<file path="src/rtl/id_stage.sv">
`default_nettype none
// ============================================================================
// Module   : id_stage
// Purpose  : Decode stage feeding the ALU; owns the 16x32 register file with
//            write-back bypass and a one-cycle load-use interlock after LDR.
// Revision : 1.0
// ============================================================================
module id_stage (
    input  logic        clk,
    input  logic        rst,
    input  logic        in_valid,
    output logic        in_ready,
    input  logic [31:0] instr,
    input  logic        wb_en,
    input  logic [3:0]  wb_addr,
    input  logic [31:0] wb_data,
    input  logic        flush,
    output logic        out_valid,
    input  logic        out_ready,
    output logic [31:0] In1,
    output logic [31:0] In2,
    output logic [3:0]  Opcode,
    output logic [3:0]  Cond,
    output logic        S,
    output logic [2:0]  SR_Cont,
    output logic [4:0]  SR_Bit,
    output logic [15:0] Immediate,
    output logic [3:0]  Rd,
    output logic        ill
);

    localparam logic [3:0] c_OP_MOVI = 4'b0110;
    localparam logic [3:0] c_OP_LDR  = 4'b1101;
    localparam logic [3:0] c_OP_STR  = 4'b1110;

    logic [31:0] r_regs [16];
    logic        r_ld_pend;
    logic [3:0]  r_ld_rd;

    logic        r_out_valid;
    logic [31:0] r_in1;
    logic [31:0] r_in2;
    logic [3:0]  r_opcode;
    logic [3:0]  r_cond;
    logic        r_s;
    logic [2:0]  r_sr_cont;
    logic [4:0]  r_sr_bit;
    logic [15:0] r_imm;
    logic [3:0]  r_rd;
    logic        r_ill;

    logic [3:0]  w_opcode;
    logic [3:0]  w_rn;
    logic [3:0]  w_rm;
    logic        w_ill;
    logic        w_stall;
    logic        w_accept;
    logic        w_handoff;
    logic [31:0] w_op_a;
    logic [31:0] w_op_b;
    logic        w_unused_bits;

    assign w_opcode      = instr[27:24];
    assign w_rn          = instr[15:12];
    assign w_rm          = instr[11:8];
    assign w_unused_bits = ^instr[2:0];

    always_comb begin
        w_ill = 1'b1;
        if (w_opcode[3] == 1'b0 || w_opcode == c_OP_LDR || w_opcode == c_OP_STR)
            w_ill = 1'b0;
    end

    // MOV imm carries no register sources, so it never waits on a load.
    assign w_stall   = r_ld_pend && (w_opcode != c_OP_MOVI) &&
                       ((w_rn == r_ld_rd) || (w_rm == r_ld_rd));
    assign in_ready  = !flush && !w_stall && (!r_out_valid || out_ready);
    assign w_accept  = in_valid && in_ready;
    assign w_handoff = r_out_valid && out_ready;

    assign w_op_a = (wb_en && wb_addr == w_rn) ? wb_data : r_regs[w_rn];
    assign w_op_b = (wb_en && wb_addr == w_rm) ? wb_data : r_regs[w_rm];

    always_ff @(posedge clk or posedge rst) begin
        if (rst) begin
            for (int i = 0; i < 16; i++)
                r_regs[i] <= 32'd0;
        end else if (wb_en) begin
            r_regs[wb_addr] <= wb_data;
        end
    end

    // The bubble lasts exactly one cycle, so the pending flag is rebuilt every edge.
    always_ff @(posedge clk or posedge rst) begin
        if (rst) begin
            r_ld_pend <= 1'b0;
            r_ld_rd   <= 4'd0;
        end else begin
            r_ld_pend <= !flush && w_handoff && (r_opcode == c_OP_LDR);
            if (!flush && w_handoff && r_opcode == c_OP_LDR)
                r_ld_rd <= r_rd;
        end
    end

    always_ff @(posedge clk or posedge rst) begin
        if (rst) begin
            r_out_valid <= 1'b0;
            r_in1       <= 32'd0;
            r_in2       <= 32'd0;
            r_opcode    <= 4'd0;
            r_cond      <= 4'd0;
            r_s         <= 1'b0;
            r_sr_cont   <= 3'd0;
            r_sr_bit    <= 5'd0;
            r_imm       <= 16'd0;
            r_rd        <= 4'd0;
            r_ill       <= 1'b0;
        end else if (flush) begin
            r_out_valid <= 1'b0;
        end else if (w_accept) begin
            r_out_valid <= 1'b1;
            r_in1       <= w_op_a;
            r_in2       <= w_op_b;
            r_opcode    <= w_opcode;
            r_cond      <= instr[31:28];
            r_s         <= instr[23] && !w_ill;
            r_sr_cont   <= instr[22:20];
            r_sr_bit    <= instr[7:3];
            r_imm       <= (w_opcode == c_OP_MOVI) ? instr[15:0] : 16'd0;
            r_rd        <= instr[19:16];
            r_ill       <= w_ill;
        end else if (out_ready) begin
            r_out_valid <= 1'b0;
        end
    end

    assign out_valid = r_out_valid;
    assign In1       = r_in1;
    assign In2       = r_in2;
    assign Opcode    = r_opcode;
    assign Cond      = r_cond;
    assign S         = r_s;
    assign SR_Cont   = r_sr_cont;
    assign SR_Bit    = r_sr_bit;
    assign Immediate = r_imm;
    assign Rd        = r_rd;
    assign ill       = r_ill;

endmodule
`default_nettype wire
</file>
<file path="config.mk">
export PLATFORM = sky130hd
export DESIGN_NAME = id_stage
export DESIGN_NICKNAME = d
export VERILOG_FILES = /design/src/rtl/id_stage.sv
export SDC_FILE = /design/constraint.sdc
export NUM_CORES = 1
export LEC_CHECK = 0
export CORE_ASPECT_RATIO = 0.5
export CORE_MARGIN = 3
export CORE_UTILIZATION = 53
export DETAILED_ROUTE_END_ITERATION = 8
export PLACE_DENSITY = 0.78
export SLEW_MARGIN = 0
export SYNTH_ARGS = -nofsm -noshare
export SYNTH_HDL_FRONTEND = slang
export SYNTH_SLANG_ARGS = --single-unit
</file>
<file path="constraint.sdc">
create_clock -name clk -period 23.6 [get_ports clk]
set_input_delay 4.72 -clock clk [delete_from_list [all_inputs] [get_ports clk]]
set_output_delay 4.72 -clock clk [all_outputs]
set_load 0.03 [all_outputs]
</file>
Yosys cells after proc, flatten, opt, wreduce, memory -nomap -nowiden:

Cells that the tools add are included.

* output and inout bits: 104
* register bits after elaboration: 620
* word-level logic and storage cells: 84
* input bits: 74

* multiplexer cells: 16
* reduce and logical (&&, ||, !) cells: 21
* bitwise gates (word level): 5
* magnitude comparators: 4
* equality and inequality tests: 9

Operators by type and width (number)
* bitwise mux 512 bit: 1
* binary-select mux 32 bit (select 4 bit): 2
* two-way mux 32 bit: 7
* demux 32 bit (select 4 bit): 1
* equality test 4 bit: 4
* two-way mux 16 bit: 1
* >= comparator 5 bit (second input constant): 3
* inverter 4 -> 5 bit: 3
* equality test 4 bit (second input constant): 3
* logical AND 1 bit: 12
* less-than comparator 5 x 1 -> 1 bit (second input constant): 1
* equality test 4 x 3 -> 1 bit (second input constant): 1
* logical OR 1 bit: 4
* two-way mux 1 bit: 4
* inequality test 4 x 3 -> 1 bit (second input constant): 1
* logical NOT 1 bit: 3
* nonzero test 3 bit: 1
* inverter 1 bit: 2
* AND reduction 2 bit: 1

Logic depth before layout (Yosys ltp):

* word-level depth: 9
* mapped depth: 9
* depth with buffers taken out: 5

Worst setup path before layout:

Ideal clock, no wire load.

* path kind: input to output
* start point: in instr[27]
* end point: out in_ready
* path slack: 12.957 ns
* data required time: 18.880 ns
* buffers on the path: 2
* cell stages on the path: 6
* arrival time: 5.923 ns
* path through: nor4bb_1 > buf_2 > nand2b_1 > a21oi_1 > clkbuf_1 > nor2b_1

* word-level cells in the longest chain between the ends: 6

Ends and longest elaborated chain
* start, declared: RTL line 13 `input logic [31:0] instr,`
* inequality test 4 x 3 -> 1 bit: RTL line 75 `assign w_stall = r_ld_pend && (w_opcode != c_OP_MOVI) &&`
* logical AND 1 bit (2 in a row): RTL line 75
* logical NOT 1 bit: RTL line 77 `assign in_ready = !flush && !w_stall && (!r_out_valid || out_ready);`
* logical AND 1 bit (2 in a row): RTL line 77
* end, declared: RTL line 12 `output logic in_ready,`

Every way passes these cells.

Final worst setup path:

* start point: in instr[25]
* end point: out in_ready

Same word-level chain as after synthesis.

==> metrics.csv <==
metric,value,unit
status,finished clean,
netlist_area,0.0316,mm^2
start_kind,primary input,
p_sw_frac,0.284,
cts.sinks,620,
hp-class,register to register,
hold_violations,0,
seqPwrFrac,0.454,
rsz0062_at_grt,false,
crit_path_end_kind,output port,
final_cells,2944,
min_from,In2[8],
power_frac_comb,0.262,
die_h,179,um
slew_headroom,0.338,
post_cts_buffers,0,
slew_violations,0,
drt_iter0_markers,1933,
holdWs,0.507,ns
r2r-start,out_valid,
fmax,0.0858,GHz
synth_edf_count,0,
power_density,91.7,mW/mm^2
netSwitchingPower,0.000932,W
ys_seq_area_frac,0.491,
firstDrtPassIters,6,
cp_data_arrival_time,6.94,ns
synth_seq_cells,620,
synth_cell_type_count,31,
core_area,0.0582,mm^2
finalSetupTns,0,ns
critical_path_required,18.88,ns
async_reset_ff_frac,1.00,
yosysWarningCount,0,
grt_max_degree,121,
max-cap-violations,0,
clk_pin_slew_worst_paths,0.06,ns
cts_hold_buf,0,
cp_slowest_cell,clkdlybuf4s50_1,
place_congestion,0.801,
yosysTopAreaCell,dfrtp_1,
overflow,0,
wl_per_cell,27.4,um
place_inst,2845,
rows,62,
path_cells,clkdlybuf4s50_1 > nor4bb_2 > buf_4 > nand2b_1 > a21oi_1 > buf_4 > nor2b_1 > clkdlybuf4s50_1,
vias,19400,
vdd_drop_max,61.3,uV
clock_latency,0.60,ns
syn-num-nets,2134,
cts_buffer_depth,3,
cts_max_level,2,
die_x,351,um
cts_resized,0,
dp_hpwl,44300,um
dp_slack,11.95,ns
finalNetCount,2209,
drive_gt1_frac,0.487,
slowest_delay,0.67,ns
syn_area_per_cell,15.3,um^2
numCtsBuffers,56,
syn2layout_area_growth,13.3,%
fin_worst_skew,0.0133,ns
drc,0,
fin_crit_sh,0.494,
start_util,0.543,
gr-usage-all-layers,0.261,
netlist.area_leader.share,0.491,
power,0.00328,W
ant_nets,0,
ctsRootBufferMaster,clkbuf_16,
setup_viol,0,
via_per_inst,6.60,
dieArea,0.0628,mm^2
grt_pass1_vias,20200,
worstMarginPinSlew,0.994,ns
min_period,11.66,ns
grt_pass1_wl,124000,um
worst_slack,11.94,ns
p_leak,14.9,nW
synthTopCellsByArea,"dfrtp_1 49%, mux2_2 23%, mux4_2 18%",
antenna_found_initial,1,
intPower,0.00235,W
path_class,primary input to output port,
synthCells,2060,
path_max_fanout,21,
io_buffers,177,
num_io_pins,178,
wirelength,80800,um
cts_tree,done,
ys.flop_type,dfrtp_1,
clkPwrFrac,0.284,
crit_path_start,instr[25],
==> layout by cell type (no fill, tap or decap), drive strengths merged, types with 7 or more instances in the layout <==
master and n:
nand4 18, xor2 7, clkbuf 88, mux4 256
nor2 13, buf 50, o21ai 17, clkinv 7
dfrtp 620, xnor2 10, mux2 665, nand2 84
clkdlybuf4s50 173, a22oi 128
==> layout make-up <==
type / count / area [um^2]
fillers: 4299 / 22400
flip-flops and latches: 620 / 15500
multi-input cells: 1230 / 15300
repair buffers: 223 / 2130
clock buffers: 88 / 1750
well taps: 768 / 961
clock inverters: 10 / 114
inverters: 4 / 22.5
diodes: 1 / 2.50
==> layer usage <==
metal  up-vias  global-route usage  wire [um]
li1       8047                   -          -
met1     10500               0.366      33900
met2       702               0.421      38900
met3       160              0.0460       5630
met4         0              0.0785       2340
met5         -                   0          0
==> cell usage after synthesis (2+ instances only) <==
library cell,instances
mux2_2,638
dfrtp_1,620
mux4_2,256
clkbuf_1,131
a22oi_1,128
nand2_1,84
buf_1,30
mux2_1,27
buf_2,24
nand4_1,18
o21ai_0,17
buf_6,14
nor2_1,13
xnor2_1,10
buf_4,7
xor2_1,7
nand2b_1,6
nor2b_1,6
inv_1,4
nand3_1,3
nor3_1,3
a21oi_1,2
and2_1,2
nand3b_1,2
or3_1,2
==> sequential cells by signal, summed over array words and instances (netlist names) <==
signal,count
r_regs,512
In1,32
In2,32
Immediate,16
SR_Bit,5
Cond,4
Opcode,4
Rd,4
r_ld_rd,4
SR_Cont,3
S,1
ill,1
out_valid,1
r_ld_pend,1
==> power by group through the flow <==
stage	Sequential, W	Clock [W]	Combinational (W)
2_1_floorplan	0.00155	0	0.000547
3_3_place_gp	0.00148	0	0.000840
3_5_place_dp	0.00150	0	0.000861
4_1_cts	0.00149	0.000944	0.000866
5_1_grt	0.00152	0.000986	0.000916
6_report	0.00149	0.000933	0.000859
==> path summary, 6_finish.rpt <==
kind                              end  slack, ns  cells past startpoint
max                          in_ready      11.94                      8
min                            In2[8]       0.51                      1
max reg2reg                   In1[11]      20.07                      7
min reg2reg                    In2[8]       0.51                      1
max in group asynchronous  r_regs[22]      15.95                      5
min in group asynchronous      In2[8]       4.62                      2
==> kinds of logic after synthesis <==
logic type,share of synthesized area
AO/OA/AOI/OAI,0.0342
AND/OR/NAND/NOR,0.0205
XOR/XNOR,0.00471
flip-flops,0.491
buffers and inverters,0.0301
multiplexers,0.419
==> per-stage QoR <==
| stage | util | cell area [um^2] |
|---|---|---|
| final | 0.615 | 35800 |
| after global routing | 0.615 | 35800 |
| after CTS | 0.615 | 35800 |
| after detailed placement | 0.583 | 33900 |
| after global placement | 0.583 | 33900 |
| after floorplan | - | 31600 |
==> critical path: cells and delay by family <==
family          cells  cell delay, ns
buf+inv             4            1.63
simple gates        3            0.53
compound gates      1            0.04
Power figures use the tool's default switching activity.
==> edit: new RTL, same settings <==
Reset style: synchronous (`rst`), changed in 3 clocked blocks.
--- a/src/rtl/id_stage.sv
+++ b/src/rtl/id_stage.sv
@@ -81,7 +81,7 @@
     assign w_op_a = (wb_en && wb_addr == w_rn) ? wb_data : r_regs[w_rn];
     assign w_op_b = (wb_en && wb_addr == w_rm) ? wb_data : r_regs[w_rm];
 
-    always_ff @(posedge clk or posedge rst) begin
+    always_ff @(posedge clk) begin
         if (rst) begin
             for (int i = 0; i < 16; i++)
                 r_regs[i] <= 32'd0;
@@ -91,7 +91,7 @@
     end
 
     // The bubble lasts exactly one cycle, so the pending flag is rebuilt every edge.
-    always_ff @(posedge clk or posedge rst) begin
+    always_ff @(posedge clk) begin
         if (rst) begin
             r_ld_pend <= 1'b0;
             r_ld_rd   <= 4'd0;
@@ -102,7 +102,7 @@
         end
     end
 
-    always_ff @(posedge clk or posedge rst) begin
+    always_ff @(posedge clk) begin
         if (rst) begin
             r_out_valid <= 1'b0;
             r_in1       <= 32'd0;
Formal check against the unedited RTL: not equivalent (a bounded check fails within 4 cycles, from zero or initial values and one cycle with rst high; the reset may be asserted at any time).
==> edit against the original RTL <==
- worst setup slack improved by 11 ps
- routed wire length rose by 21%
- area after synthesis rose by 0.32%
- sequential cell count did not move
- cell area fell by 0.24%
- core utilization fell by 0.23 points
- global-route usage rose by 4.9 points
Power is not compared: it rests on default switching activity, and its combinational part moved more than twofold at a synthesized area within 25%.
==> edit: results (changes against the original RTL) <==
stage,metric,value,unit,change
cells_and_area,final design utilization,61.28,%,-0.23 points
synth,post-synthesis adder-cell area fraction,0,%,unchanged
cells_and_area,layout cells sized above 1,18.41,%,-30 points
routing,Via density,6.817,,+3.2%
synth,Post-synth EDFFs,512,,+512
sta,worst slew pin tran,1219,ps,+225.4 ps
placement,GP Congestion,0.8289,,+3.5%
grt,initial antenna violation count,4,,+3
critical_path,CP max FO,69,,+230%
cells_and_area,Biggest register,r_regs,,
grt,first-pass GRT wire length,141800,microns,+14%
critical_path,slowest CP cell,buf_4,,
cts,CTS H-tree lvls,2,,unchanged
synth,mux cell area share after synthesis,18.54,%,-23 points
routing,Total Wirelength,97500,microns,+21%
cts,worst skew pair latency,600,ps,about the same
sta,Setup Skew,12.51,ps,-0.8356 ps
power,Pleak,12.04,nW,
min_path,Worst Hold Class,reg -> reg,,
synth,xor and xnor area share after synthesis,0.4934,%,+0.022 points
critical_path,CP peak stage delay,810,ps,+140 ps
synth,mean area per synthesized cell,13.81,sq um,-10%
cts,"CTS clk-pin slew, worst paths",60,ps,about the same
grt,largest net degree at the start of global routing,76,,-37%
placement,placed inst area,33920,sq um,about the same
cells_and_area,final non-filler cell total,3197,,+8.6%
grt,GRT Overall Usage,30.96,%,+4.9 points
outcome,status,finished clean,,
synth,synth cell count leaders,"515 x and2_1, 512 x edfxtp_1, 231 x mux4_2",,
cts,# Post-CTS Setup Buffers,0,,unchanged
cts,Root Buffer Master,clkbuf_16,,
placement,Placed Instances,3092,,+8.7%
power,Max IR drop VDD,76.27,uV,
cells_and_area,number of fill cells,4208,,-2.1%
routing,DRC marker count from the first detailed-route iteration,3631,,+88%
synth,share of the yosys chip area belonging to registers,55.32,%,+6.2 points
synth,synth unique cells,52,,+68%
placement,half-perimeter wire length after detailed placement,53550,microns,+21%
grt,vias in the first global route,21840,,+8.0%
synth,Main synth FF type,edfxtp_1,,
cts,TritonCTS buffer count,56,,unchanged
synth,Synth Warn #,0,,unchanged
synth,Area contributors post-synth,"edfxtp_1 49%, mux4_2 16%, and2_1 10%",,
synth,ys async rst share,0,%,-100 points
critical_path,Worst EP arrival,6930,ps,about the same
synth,complex-gate fraction of the synthesized area,7.433,%,+4.0 points
cts,Max clock buf depth,3,,unchanged
cells_and_area,fin nets,2424,,+9.7%
[edit: routing by layer]
layer	GRT usage, %	vias to the layer above	wire, microns
li1	-	8890	-
met3	7.388	323	12690
met2	50.20	1654	46370
met5	0	-	0
met4	13.63	0	4470
met1	40.26	10930	33970
[edit: worst paths after layout]
path,start,end,slack [ps],cells past startpoint
worst max register to register,r_ld_rd[3],In1[19],21080,6
worst min register to register,Immediate[1],Immediate[1],480,2
worst max-delay path,instr[15],in_ready,11950,6
worst min-delay path,Immediate[1],Immediate[1],480,2
[edit: where the power goes]
group | internal [mW] | total [mW] | switching [mW]
combinational | 0.137 | 0.322 | 0.185
sequential | 1.25 | 1.28 | 0.0339
clock | 0.501 | 0.914 | 0.412
[edit: layout make-up]
cell class	instances	area share, %
tap	800	2.804
inverter	5	0.05257
timing repair buffer	235	6.164
clock inverter	37	0.8411
clock buffer	67	4.156
sequential	620	49.12
multi-input combinational	1432	36.86
antenna	1	0.007009
